===== src/rtl/alu_share_arbiter.sv =====
// alu_share_arbiter
//   Shares one ALU datapath (add/and/or/sub) between two requesters.
//   It grants one request at a time, alternating round-robin when both
//   requesters are valid. It captures the operands, computes the result in
//   the next cycle, and holds the result until the consumer accepts it.
//
// Ports
//   clk, reset_n        rising-edge clock, async active-low reset
//   req_valid/ready[2]  per-requester handshake; ready is one-hot or zero
//   req_a/b             operands, requester i at [i*WIDTH +: WIDTH]
//   req_ctrl            ALU control code, requester i at [i*CTRL_W +: CTRL_W]
//   rsp_valid/ready     result handshake
//   rsp_id              requester that owns the held result
//   rsp_result/zero     registered ALU result and its zero flag
//   rsp_illegal         captured control code was not add/and/or/sub
module alu_share_arbiter #(
    parameter int WIDTH  = 64,
    parameter int CTRL_W = 4
) (
    input  logic                  clk,
    input  logic                  reset_n,
    input  logic [1:0]            req_valid,
    output logic [1:0]            req_ready,
    input  logic [2*WIDTH-1:0]    req_a,
    input  logic [2*WIDTH-1:0]    req_b,
    input  logic [2*CTRL_W-1:0]   req_ctrl,
    output logic                  rsp_valid,
    input  logic                  rsp_ready,
    output logic                  rsp_id,
    output logic [WIDTH-1:0]      rsp_result,
    output logic                  rsp_zero,
    output logic                  rsp_illegal
);

    localparam logic [CTRL_W-1:0] OP_AND = CTRL_W'(4'b0000);
    localparam logic [CTRL_W-1:0] OP_OR  = CTRL_W'(4'b0001);
    localparam logic [CTRL_W-1:0] OP_ADD = CTRL_W'(4'b0010);
    localparam logic [CTRL_W-1:0] OP_SUB = CTRL_W'(4'b0110);

    typedef enum logic [1:0] {IDLE, EXEC, HOLD} state_t;

    typedef struct packed {
        logic [WIDTH-1:0]  a;
        logic [WIDTH-1:0]  b;
        logic [CTRL_W-1:0] ctrl;
        logic              id;
    } op_t;

    state_t           state, state_nxt;
    logic             rr_ptr;
    op_t              cap;
    logic             gnt;
    logic             any_req;
    logic [WIDTH-1:0] alu_res;
    logic             alu_ill;

    // On a tie the round-robin pointer decides; otherwise the lone valid requester wins.
    always_comb begin
        any_req = |req_valid;
        gnt     = (&req_valid) ? rr_ptr : req_valid[1];
    end

    // req_ready depends on reset_n so that it reads 0 while reset is held,
    // even if requesters are already presenting work.
    always_comb begin
        state_nxt = state;
        req_ready = 2'b00;
        case (state)
            IDLE: begin
                if (any_req && reset_n) begin
                    req_ready = gnt ? 2'b10 : 2'b01;
                    state_nxt = EXEC;
                end
            end
            EXEC:    state_nxt = HOLD;
            HOLD:    if (rsp_ready) state_nxt = IDLE;
            default: state_nxt = IDLE;
        endcase
    end

    assign rsp_valid = (state == HOLD);

    // The ALU works only on the captured operands, so a requester that drops
    // valid after its grant cannot disturb the operation in flight.
    always_comb begin
        alu_res = '0;
        alu_ill = 1'b0;
        case (cap.ctrl)
            OP_ADD:  alu_res = cap.a + cap.b;
            OP_AND:  alu_res = cap.a & cap.b;
            OP_OR:   alu_res = cap.a | cap.b;
            OP_SUB:  alu_res = cap.a - cap.b;
            default: alu_ill = 1'b1;
        endcase
    end

    always_ff @(posedge clk or negedge reset_n) begin
        if (!reset_n) state <= IDLE;
        else          state <= state_nxt;
    end

    always_ff @(posedge clk or negedge reset_n) begin
        if (!reset_n) begin
            rr_ptr <= 1'b0;
            cap    <= '0;
        end else if (state == IDLE && any_req) begin
            rr_ptr   <= ~gnt;
            cap.a    <= gnt ? req_a[2*WIDTH-1:WIDTH]     : req_a[WIDTH-1:0];
            cap.b    <= gnt ? req_b[2*WIDTH-1:WIDTH]     : req_b[WIDTH-1:0];
            cap.ctrl <= gnt ? req_ctrl[2*CTRL_W-1:CTRL_W] : req_ctrl[CTRL_W-1:0];
            cap.id   <= gnt;
        end
    end

    // The zero flag comes from this cycle's ALU output, so it always matches rsp_result.
    always_ff @(posedge clk or negedge reset_n) begin
        if (!reset_n) begin
            rsp_id      <= 1'b0;
            rsp_result  <= '0;
            rsp_zero    <= 1'b0;
            rsp_illegal <= 1'b0;
        end else if (state == EXEC) begin
            rsp_id      <= cap.id;
            rsp_result  <= alu_res;
            rsp_zero    <= (alu_res == '0);
            rsp_illegal <= alu_ill;
        end
    end

endmodule


===== config.mk =====
export PLATFORM = sky130hd
export DESIGN_NAME = alu_share_arbiter
export DESIGN_NICKNAME = d
export VERILOG_FILES = /design/src/rtl/alu_share_arbiter.sv
export SDC_FILE = /design/constraint.sdc
export NUM_CORES = 1
export LEC_CHECK = 0
export CORE_MARGIN = 5
export CORE_UTILIZATION = 39
export CTS_CLUSTER_DIAMETER = 30
export CTS_CLUSTER_SIZE = 25
export DETAILED_ROUTE_END_ITERATION = 10
export SLEW_MARGIN = 10
export SYNTH_ARGS = -nofsm -noshare
export SYNTH_HDL_FRONTEND = slang
export SYNTH_SLANG_ARGS = --single-unit

===== constraint.sdc =====
create_clock -name clk -period 14.3 [get_ports clk]
set_input_delay 1.43 -clock clk [delete_from_list [all_inputs] [get_ports clk]]
set_output_delay 1.43 -clock clk [all_outputs]
set_load 0.01 [all_outputs]

* Yosys cells after proc, flatten, opt, wreduce, memory -nomap -nowiden
Index checks and enable logic that the tools add are counted.
Storage, ports and cells: bits in registers 203, output and inout bits 70, logic and storage cells 43
Operators by class: $add $sub $neg 2, equal/unequal tests 7, multiplexer cells 12, bitwise gates (word level) 3, reductions and logical operators 9
Operators with widths (count):
- one-hot mux 64 bit (4 select lines) | 1
- two-way mux 64 bit | 2
- adder 64 bit | 1
- AND 64 bit | 1
- logical NOT 64 bit | 1
- OR 64 bit | 1
- subtractor 64 bit | 1
- two-way mux 2 bit | 5
- one-hot mux 2 bit (3 select lines) | 1
- == test 4 x 1 -> 1 bit (second input constant) | 1
- == test 4 x 2 -> 1 bit (second input constant) | 1
- == test 4 x 3 -> 1 bit (second input constant) | 1
- logical NOT 4 bit | 1
- two-way mux 4 bit | 1
- AND reduction 2 bit | 2
- OR reduction 4 bit | 1
- == test 2 x 1 -> 1 bit (second input constant) | 1
- == test 2 bit (second input constant) | 1
- logical AND 1 bit | 2
- logical NOT 2 bit | 1
- two-way mux 1 bit | 2
- inequality test 2 x 1 -> 1 bit (second input constant) | 1
- inequality test 2 bit (second input constant) | 1
- OR reduction 2 bit | 1
- NOT 1 bit | 1

* Logic depth before layout (Yosys ltp)
depth in word-level cells 5, gate-level depth with buffers 26

* Least setup slack after synthesis
No wires, ideal clock.
path kind reg-to-reg, from register cap[10] (netlist name), to register rsp_zero, data arrival time 5.524 ns, path slack 8.673 ns, cell stages (with the launch flop) 23, buffers on the path 2, clock period less this slack 5.627 ns, path through dfrtp_1 -> or3_1 -> or4b_1 -> buf_2 -> or3_2 -> or3_1 -> or3_1 -> o41ai_1 -> xor2_1 -> ha_1 -> clkbuf_1 -> and4_1 -> nand3_1 -> nor3_1 -> o31a_1 -> nor2_1 -> o41a_1 -> o21ai_0 -> xnor2_1 -> o21ai_0 -> nor4_1 -> nand4_1 -> o41ai_2
On the way: longest elaborated chain between the ends 3, elaborated cells on any way between the ends 6
RTL lines:
- from (decl) | line 51 | op_t cap;
- subtractor 64 bit, or another cell as far along | line 92 | OP_SUB: alu_res = cap.a - cap.b;
- one-hot mux 64 bit (4 select lines) * | line 88 | case (cap.ctrl)
- logical NOT 64 bit * | line 125 | rsp_zero <= (alu_res == '0);
- to (signal assigned) | line 125
- to (decl) | line 31 | output logic rsp_zero,
Mark *: on every way between the ends. The rest lies on a longest branch, timed or not. A chain may end at the register's enable or synchronous reset.

* Final worst setup path
from register cap[5] (netlist name), to register rsp_zero
Same word-level chain as after synthesis.

==> key figures <==
Status
  • Status: finished clean

STA
  • RSZ-0062 raised after global routing: false
  • Final setup TNS: 0 ns
  • Final hold violation count: 0
  • Worst-case headroom to the max-slew limit: between 20% and 30%
  • Setup ws final: 7.66 ns
  • Min Clock Period, post-route: approximately 6.6 ns
  • Period utilisation layout: between 40 and 50%
  • Fmax: roughly 150 MHz
  • Final max-slew violation count: 0
  • Slew at the pin closest to its max-slew limit: roughly 1.1 ns
  • Final setup vio count: 0
  • Worst setup skew after layout: about 0.021 ns

Drt
  • Initial DRC count: around 2.1k
  • Routed vias: about 16k
  • DRC: 0
  • Average via count per standard cell: 6.04
  • Number of nets with antenna violations after routing: 0
  • Final routed wirelength across all metal layers: 63700 um
  • Detailed-route wire length per cell: around 24 um
  • Pre-Repair DR Iteration Count: 9

Synth
  • Syn Nets: roughly 2.1k
  • Share of cell area taken by muxes after synthesis: less than 1%
  • Total number of yosys warnings: 0
  • Part of the Yosys area used for sequential elements: between 30% and 40%
  • Mean post-synth cell area: 8.51 sq um
  • Area share of fa/ha/maj cells after synthesis: slightly below 9%
  • Fraction of synthesis flops using an asynchronous set or reset pin: 100%
  • Cell area after technology mapping: roughly 15000 sq um
  • Number of distinct standard cells referenced by the synthesized netlist: 88
  • Xor-xnor portion of the synthesized cell area: under 10%
  • Dominant register cell in the synthesized netlist: sky130_fd_sc_hd__dfrtp_1
  • Cells after Synth: roughly 1.8k
  • Synth Area in Compound Gates: ~28%
  • EDFF count, synth: 0
  • Post-Synth Simple-Gate Area: between 15 and 20%
  • #FFs+latches synth: 203
  • Combinational family with the most area after synthesis: compound AO/OA/AOI/OAI gates

Pwr
  • Share of power burned in combinational logic: between 60% and 70%
  • Net load switching power: approximately 3.0 mW
  • Leakage power: about 8.8 nW
  • Peak VDD IR: 0.121 mV
  • Switching fraction of total power: between 50% and 60%
  • Clock network fraction of total power: 18.5%
  • Total power density per cell area: about 290 nW/um^2
  • Internal power summed over all cells: 2.99 mW
  • Proportion of power drawn by flip-flops and latches: between 20% and 30%

Global route
  • Vias in the first global route: 15.1k
  • Global-route usage over all layers: between 20% and 30%
  • Global Route met3 Usage: under 10%
  • Largest net degree at the start of global routing: 99
  • Most Used Layer, Global Route: met1
  • Overall overflow remaining after global route: 0
  • Met1 Resource Use GR: between 40% and 50%
  • Met2 usage: 38.9%
  • First-pass GRT wire length: between 90000 and 100000 um
  • Number of antenna violations at the first check in global routing: 3

Place
  • Input/output buffers: ~340
  • Post-Place Worst Slack: between 7 and 8 ns
  • Placer's final routability congestion estimate: about 1
  • Detailed placer's ending HPWL: around 50000 um

Clock network
  • CTS clock-pin slew for the worst setup and hold paths: around 0.050 ns
  • Number of buffers created by CTS: 46
  • CTS HTree Levels: 2
  • Deepest clock path buffer count: 3
  • CTS hold repair buffers: 0
  • Number of gates resized after cts: 0
  • Setup fix buffers added after clock tree synthesis: 0
  • Clock tree sinks: 203
  • Root Buffer: sky130_fd_sc_hd__clkbuf_16
  • Clock Latency Late Sink: 0.58 ns
  • TritonCTS clock tree: built

Floorplan
  • Full die area: 43400 sq um
  • Top-Level Pins: roughly 340
  • Placeable core region: slightly below 40000 sq um
  • Rows: 72
  • Vertical die dimension: about 210 um
  • Initial Utilization: 39.6%
  • Overall die width: approximately 210 um

Hold path
  • Hold Path Cell Cnt: 2
  • Hold/Removal Path Class: flop to flop
  • Worst Hold Path EP: rsp_result[18]
  • Worst hold path startpoint: rsp_result[18]

Critical path
  • Arrival time at the worst endpoint: just over 7 ns
  • Reg-to-reg startpoint: cap[5]
  • Critical-path cell list: inv_1, ha_1, nand2b_1, or4_2, or2_2, nor2_1, nand2_1, nor3_1, nand2_1, nand2_1, xor2_1, ha_1, a21oi_1, o21ai_0, a31oi_1, o41ai_1, a21boi_0, o31a_1, xnor2_1, a211oi_1, nand4_1, nor4_2, nand4_1, o41ai_2
  • Peak per-stage delay on the critical path: roughly 0.7 ns
  • Critical Path End Type: flop
  • Category of the worst setup path launch point: flop
  • Reg2reg setup slack: 7.66 ns
  • Worst Path Class, Setup: flop to flop
  • R2R Path End: rsp_zero
  • Required @ worst endpoint: ~15 ns
  • CP most frequent cell: sky130_fd_sc_hd__nand2_1
  • Category of cells accounting for the largest share of critical-path delay: simple AND/OR/NAND/NOR gates
  • Count of buffer and inverter cells on the critical path: 1
  • Critical-path maximum fanout: 11
  • Critical path's slowest cell: sky130_fd_sc_hd__or4_2
  • Timing startpoint of the critical path: cap[5]
  • Number of cells on the worst reg-to-reg path: 24

Run
  • Maximum capacitance violations: 0

Final layout
  • Final Net Count: 2404
  • Proportion of layout cells with a drive suffix above 1: under 10%
  • Area Overhead vs Synth: 34.2%
  • Final core utilization: roughly 53%
==> worst max path at each step <==
stage	endpoint	cells past startpoint
6_report	rsp_zero	24
5_1_grt	rsp_zero	19
4_1_cts	rsp_zero	23
3_5_place_dp	rsp_zero	24
3_3_place_gp	rsp_zero	23
2_1_floorplan	rsp_zero	22
==> flip-flops by register name (all words and copies together), names as in the netlist <==
register / count
cap: 133
rsp_result: 64
state: 2
rr_ptr: 1
rsp_id: 1
rsp_illegal: 1
rsp_zero: 1
==> power groups by stage <==
stage                     sequential, mW  combinational [mW]  clock [mW]
after global routing                1.25                3.99        1.16
after floorplan                     1.05                2.52           0
after detailed placement            1.21                3.58           0
after CTS                           1.20                3.60        1.13
final                               1.21                3.69        1.11
after global placement              1.20                3.58           0
==> cell usage after synthesis, types with 6 or more instances <==
cell type	instances	share of area, %
sky130_fd_sc_hd__a21boi_0	6	0.29
sky130_fd_sc_hd__xnor2_1	46	2.6
sky130_fd_sc_hd__a221oi_1	6	0.34
sky130_fd_sc_hd__and4_1	7	0.40
sky130_fd_sc_hd__xor2_1	60	3.4
sky130_fd_sc_hd__mux2_2	6	0.44
sky130_fd_sc_hd__nand4_1	41	1.7
sky130_fd_sc_hd__mux2i_1	8	0.52
sky130_fd_sc_hd__nor3_1	34	1.1
sky130_fd_sc_hd__a21o_1	24	1.2
sky130_fd_sc_hd__nand2_1	176	4.3
sky130_fd_sc_hd__inv_1	152	3.7
sky130_fd_sc_hd__a222oi_1	132	8.6
sky130_fd_sc_hd__nor2_1	83	2.0
sky130_fd_sc_hd__o21bai_1	12	0.59
sky130_fd_sc_hd__a31oi_1	22	0.90
sky130_fd_sc_hd__clkbuf_1	110	2.7
sky130_fd_sc_hd__o21ai_0	155	5.1
sky130_fd_sc_hd__a211oi_1	7	0.34
sky130_fd_sc_hd__nor2b_1	6	0.24
sky130_fd_sc_hd__o211ai_1	14	0.68
sky130_fd_sc_hd__a22oi_1	23	1.1
sky130_fd_sc_hd__and3_1	12	0.49
sky130_fd_sc_hd__nand2b_1	11	0.45
sky130_fd_sc_hd__maj3_1	50	3.3
sky130_fd_sc_hd__nand3_1	18	0.59
sky130_fd_sc_hd__or3_1	19	0.77
sky130_fd_sc_hd__o31ai_1	19	0.93
sky130_fd_sc_hd__or2_2	7	0.29
sky130_fd_sc_hd__a21oi_1	113	3.7
sky130_fd_sc_hd__dfrtp_1	203	33
sky130_fd_sc_hd__nor4_1	15	0.61
sky130_fd_sc_hd__ha_1	66	5.4
sky130_fd_sc_hd__buf_1	11	0.27
sky130_fd_sc_hd__o21a_1	21	1.0
sky130_fd_sc_hd__o31a_1	6	0.34
==> through the flow <==
step	instances	total power [mW]	instance area [sq um]	hold WS, ns
3_5_place_dp	2538	4.79	18900	0.457
2_1_floorplan	1804	3.57	15400	0.439
4_1_cts	2623	5.94	20600	0.473
3_3_place_gp	2538	4.78	18900	0.455
6_report	2625	6.02	20600	0.472
5_1_grt	2625	6.40	20600	0.488
==> per-layer routing <==
metal / vias up / share of wire, %
met5: - / 0.028
met4: 2 / 1.3
met3: 56 / 9.0
met2: 748 / 41
met1: 7690 / 49
li1: 7348 / -
==> logic make-up (layout without fill, tap and decap cells) <==
kind of cell / count (synthesis) / in the layout
other cells: 0 / 2
flops: 203 / 203
simple gates: 464 / 464
fa+ha+maj: 117 / 117
buf+inv: 289 / 590
compound gates: 611 / 611
xor+xnor: 106 / 106
mux: 14 / 14
==> final cells by class <==
| class | instances | area (sq um) |
|---|---|---|
| fillers | 3612 | 18200 |
| multi-input cells | 1312 | 9130 |
| flip-flops and latches | 203 | 5080 |
| repair buffers | 353 | 3500 |
| clock buffers | 55 | 1270 |
| well taps | 518 | 648 |
| inverters | 152 | 571 |
| clock inverters | 30 | 408 |
| diodes | 2 | 5.00 |
==> placed cells by master (no fill, tap or decap), drive strengths merged, types with 56 or more instances in the layout <==
cell and count:
clkbuf 56, nand2 177, inv 158, a21oi 113
o21ai 156, nor2 83, ha 66, dfrtp 203
xor2 60, a222oi 132, clkdlybuf4s50 337
==> worst min-delay path, delay by kind of cell (launching register included) <==
| kind | cells | cell delay (ns) |
|---|---|---|
| flops | 1 | 0.33 |
| compound gates | 1 | 0.06 |
| simple gates | 1 | 0.04 |
Power figures use the tool's default switching activity.
